**src/rtl/uart_kernel_sysid_checker_pkg.sv**
```systemverilog
// Shared constants for the sysid boot checker: FSM encodings, sysid word
// addresses and the default expected ID/timestamp values.
package uart_kernel_sysid_checker_pkg;

  localparam logic [2:0] ST_IDLE    = 3'd0;
  localparam logic [2:0] ST_RD_ID   = 3'd1;
  localparam logic [2:0] ST_WAIT_ID = 3'd2;
  localparam logic [2:0] ST_RD_TS   = 3'd3;
  localparam logic [2:0] ST_WAIT_TS = 3'd4;
  localparam logic [2:0] ST_CHECK   = 3'd5;
  localparam logic [2:0] ST_DONE    = 3'd6;

  localparam logic ADDR_ID = 1'b0;
  localparam logic ADDR_TS = 1'b1;

  localparam logic [31:0] DEFAULT_EXPECTED_ID = 32'd0;
  localparam logic [31:0] DEFAULT_EXPECTED_TS = 32'd1599482139;

  function automatic logic is_read_state(input logic [2:0] s);
    return (s == ST_RD_ID) || (s == ST_RD_TS);
  endfunction

endpackage

```
**src/rtl/uart_kernel_sysid_checker_if.sv**
```systemverilog
// Avalon-MM read-only link between the checker (master) and the sysid slave.
interface uart_kernel_sysid_checker_if;
  logic        avm_address;
  logic        avm_read;
  logic [31:0] avm_readdata;

  modport master (output avm_address, output avm_read, input avm_readdata);
  modport slave  (input avm_address, input avm_read, output avm_readdata);
endinterface

```
**src/rtl/uart_kernel_sysid_read_port.sv**
```systemverilog
// Single-access read port: strobes avm_read for the cycle 'go' is high,
// then flags the readdata sample READ_LATENCY cycles later.
module uart_kernel_sysid_read_port
  import uart_kernel_sysid_checker_pkg::*;
#(
  parameter int unsigned READ_LATENCY = 1
) (
  input  logic                               clock,
  input  logic                               reset_n,
  input  logic                               go,
  input  logic                               addr,
  uart_kernel_sysid_checker_if.master        avm,
  output logic [31:0]                        data,
  output logic                               data_valid
);

  localparam int unsigned LAST = (READ_LATENCY == 0) ? 0 : READ_LATENCY - 1;
  localparam logic [2:0]  LAST_CNT = 3'(LAST);

  logic       addr_q;
  logic       pending;
  logic [2:0] lat_cnt;

  // Address is presented combinationally in the strobe cycle and then held,
  // so it only changes on entry to a read state.
  assign avm.avm_read    = go;
  assign avm.avm_address = go ? addr : addr_q;
  assign data            = avm.avm_readdata;

  // Sample point: the strobe cycle itself for zero latency, else LAST cycles into the wait.
  always_comb begin
    data_valid = 1'b0;
    if (READ_LATENCY == 0) data_valid = go;
    else                   data_valid = pending && (lat_cnt == LAST_CNT);
  end

  // Latency counter and held address.
  always_ff @(posedge clock or negedge reset_n) begin
    if (!reset_n) begin
      addr_q  <= ADDR_ID;
      pending <= 1'b0;
      lat_cnt <= '0;
    end else if (go) begin
      addr_q  <= addr;
      lat_cnt <= '0;
      pending <= (READ_LATENCY != 0);
    end else if (pending) begin
      if (data_valid) pending <= 1'b0;
      else            lat_cnt <= lat_cnt + 3'd1;
    end
  end

endmodule

```
**src/flat_wrapper.sv**
```systemverilog
// flat-port wrapper written by rule: the top's interface ports become plain ports
module uart_kernel_sysid_read_port_flat import uart_kernel_sysid_checker_pkg::*;
#(
  parameter int unsigned READ_LATENCY = 1
)
  (clock, reset_n, go, addr, data, data_valid, avm_avm_address, avm_avm_read, avm_avm_readdata);
  uart_kernel_sysid_checker_if avm_i ();
  input  logic clock;
  input  logic reset_n;
  input  logic go;
  input  logic addr;
  output logic [31:0] data;
  output logic data_valid;
  output wire logic [$bits(avm_i.avm_address)-1:0] avm_avm_address;
  output wire logic [$bits(avm_i.avm_read)-1:0] avm_avm_read;
  input wire logic [$bits(avm_i.avm_readdata)-1:0] avm_avm_readdata;
  assign avm_avm_address = avm_i.avm_address;
  assign avm_avm_read = avm_i.avm_read;
  assign avm_i.avm_readdata = avm_avm_readdata;
  uart_kernel_sysid_read_port #(.READ_LATENCY(READ_LATENCY)) u_core (.clock(clock), .reset_n(reset_n), .go(go), .addr(addr), .avm(avm_i), .data(data), .data_valid(data_valid));
endmodule
```
**config.mk**
```make
export PLATFORM = sky130hd
export DESIGN_NAME = uart_kernel_sysid_read_port_flat
export DESIGN_NICKNAME = d
export VERILOG_FILES = /design/src/rtl/uart_kernel_sysid_checker_pkg.sv /design/src/rtl/uart_kernel_sysid_checker_if.sv /design/src/rtl/uart_kernel_sysid_read_port.sv /design/src/flat_wrapper.sv
export SDC_FILE = /design/constraint.sdc
export NUM_CORES = 1
export LEC_CHECK = 0
export ABC_AREA = 0
export CELL_PAD_IN_SITES_DETAIL_PLACEMENT = 2
export CELL_PAD_IN_SITES_GLOBAL_PLACEMENT = 2
export CORE_MARGIN = 8
export CORE_UTILIZATION = 10
export CTS_BUF_LIST = sky130_fd_sc_hd__clkbuf_16
export DETAILED_ROUTE_END_ITERATION = 12
export MAX_ROUTING_LAYER = met4
export PLACE_DENSITY_LB_ADDON = 0.1
export SLEW_MARGIN = 0
export SYNTH_ARGS = -nofsm -noshare
export SYNTH_HDL_FRONTEND = slang
export SYNTH_SLANG_ARGS = --single-unit
```
**constraint.sdc**
```tcl
create_clock -name clock -period 1.2 [get_ports clock]
set_input_delay 0.12 -clock clock [delete_from_list [all_inputs] [get_ports clock]]
set_output_delay 0.12 -clock clock [all_outputs]
set_load 0.02 [all_outputs]
```
==> flow_summary.json <==
{
  "outcome": "complete, but fails checks",
  "path_class": "reg2out",
  "cts_tree": "built",
  "rsz0062_at_grt": "true",
  "worst_pin_slew_ps": 275.2,
  "fin_util_pct": 11.44,
  "slowest_delay_ps": 380,
  "fill_cells": 613,
  "multi_input_area_sq_um": 156.4,
  "ys_ff_latch": 5,
  "syn_nets": 95,
  "syn_inst": 57,
  "gr-total-overflow": 0,
  "grt_usage_pct": 3.168,
  "cp_slowest_cell": "dfrtp_1",
  "p_leak_uw": 0.0002454,
  "placed_area_sq_um": 474.2,
  "ant_nets": 0,
  "first_global_vias": 297,
  "register_area_sq_um": 125.1,
  "path_clk_slew_ps": 30,
  "die_w_microns": 88.06,
  "cts.sinks": 5,
  "gp_congestion": 0.5750,
  "port_buffers": 6,
  "rows": 26,
  "htree_levels": 1,
  "placed_cells": 107,
  "hold_viol_final": 0,
  "min_path_type": "in2async",
  "firstDrtPassIters": 2,
  "grt_first_pass_wirelength_microns": 1662,
  "path_cells": "inv_2 -> ha_4 -> and3_4 -> buf_6",
  "grt_max_degree": 8,
  "synth_area_per_cell_sq_um": 9.110,
  "most-common-layout-cells": "buf_4, dfrtp_1, nor2_1",
  "drt_iter0_drc": 10,
  "num_vias": 254,
  "relSlewSlack_pct": 81.59,
  "final_cells": 113,
  "final_area_sq_um": 580.6,
  "period_share_pct": 104.0,
  "syn_area_sq_um": 519.2,
  "fp.coreArea_sq_mm": 0.005075,
  "finalSetupTns_ps": -47.68,
  "synth.distinct_cells": 14,
  "power.total_uw": 773.1,
  "yosysSeqAreaShare_pct": 24.10,
  "chipHeight_microns": 88.06,
  "cp_max_fo": 3,
  "crit_required_ps": 1080,
  "layout.nets": 82,
  "setup_viol": 1,
  "min_period_ps": 1248,
  "initial_core_util_pct": 10.23,
  "ys_warn_count": 0,
  "clockRootBuffer": "clkbuf_16",
  "drv_cap": 0,
  "antenna_cells": 0,
  "setup_slack_ps": -47.68,
  "drc": 0,
  "maxClockFrequency_mhz": 801.5,
  "cts_made_buffers": 3,
  "via_per_inst": 2.248,
  "grt_antenna_before_repair": 0,
  "layout_commonest_cell": "buf_4",
  "io_pins": 71,
  "arrival_ps": 1130,
  "place_hpwl_microns": 925.6,
  "clock_path_buffers": 2,
  "p_per_area_mw_per_mm2": 1332,
  "wl_per_cell_microns": 9.796,
  "slew_violations": 0,
  "finClkSkew_ps": 1.729,
  "peakVddDrop_mv": 0.3209,
  "finalWirelength_microns": 1107,
  "failed_checks": "negative setup slack",
  "cts_hold_buf": 0,
  "drive_above_1_share_pct": 58.14,
  "worst_setup_path_start_kind": "flip-flop",
  "clk_latency_ps": 230,
  "layout-area-overhead-vs-synth_pct": 11.81,
  "cp-end-kind": "output port",
  "dieArea_sq_mm": 0.007755
}
-- Yosys cell counts --
cell	n	area share, %
buf_4	33	48
dfrtp_1	5	24
nor2_1	4	2.9
ha_1	2	4.8
inv_1	2	1.4
mux2i_1	2	3.9
nand2b_1	2	2.4
a21boi_4	1	3.6
and3_2	1	1.4
inv_2	1	0.72
mux2_2	1	2.2
mux2_4	1	2.9
nand2_1	1	0.72
or2_2	1	1.2
-- state kept, by name, indices dropped and copies added (netlist names) --
signal	flops
u_core.lat_cnt	3
u_core.pending	1
u_core.addr_q	1
-- power by group --
part	switching [uW]	internal, uW	total (uW)
logic	26.3	28.1	54.4
registers	1.92	175	177
clock network	110	432	542
-- what timing repair did --
action,CTS,global route
endpoints found under the hold margin,0,0
endpoints found under the setup margin,5,4
pin swaps,3,2
setup buffers,1,1
gates resized for setup,15,3
-- path summary, 6_finish.rpt --
path	cells after the start	slack, ps	endpoint	startpoint
worst max-delay path	4	-50	data_valid	u_core.lat_cnt[0]$_DFFE_PN0P_
worst min-delay path	1	130	u_core.addr_q$_DFF_PN0_	reset_n
worst max register to register	4	10	u_core.lat_cnt[0]$_DFFE_PN0P_	u_core.lat_cnt[0]$_DFFE_PN0P_
worst min register to register	1	510	u_core.addr_q$_DFF_PN0_	u_core.addr_q$_DFF_PN0_
max in group asynchronous	1	850	u_core.lat_cnt[2]$_DFFE_PN0P_	reset_n
min in group clock	0	240	data[0]	avm_avm_readdata[0]
-- kinds of logic (layout without fill, tap and decap cells) --
| logic type | Yosys count | after routing | share of synthesized area [%] |
|---|---|---|---|
| compound gates | 1 | 1 | 3.615 |
| fa+ha+maj | 2 | 2 | 4.819 |
| buf+inv | 36 | 22 | 49.88 |
| flops | 5 | 5 | 24.10 |
| mux | 4 | 4 | 8.915 |
| simple gates | 9 | 9 | 8.674 |
-- critical path: cells and delay by family, from the launching register on --
family,cells,cell delay (ps)
DFF,1,380
buffers and inverters,2,190
and+or+nand+nor,1,170
adders and majority gates,1,150
-- final cells by class --
cell class	count	area share (%)
clock buffer	3	12.93
clock inverter	1	0.6466
inverter	3	1.940
multi-input combinational	16	26.94
sequential	5	21.55
tap	70	15.09
timing repair buffer	15	20.91
-- layer usage --
layer	global-route usage [%]	up-vias	routed length, microns
met1	2.619	124	394
met5	-	-	0
met2	4.583	13	530
met3	2.533	4	157
li1	-	113	-
met4	2.611	0	25
-- metrics by stage --
step	setup WS (ps)	hold slack (ps)
global placement	-474.2	240.1
global route	-98.64	156.9
detailed placement	-502.0	240.1
CTS	-78.58	151.6
finish	-47.68	134.9
floorplan	11.52	-175.6
No activity file was read; power rests on OpenSTA's default activity.
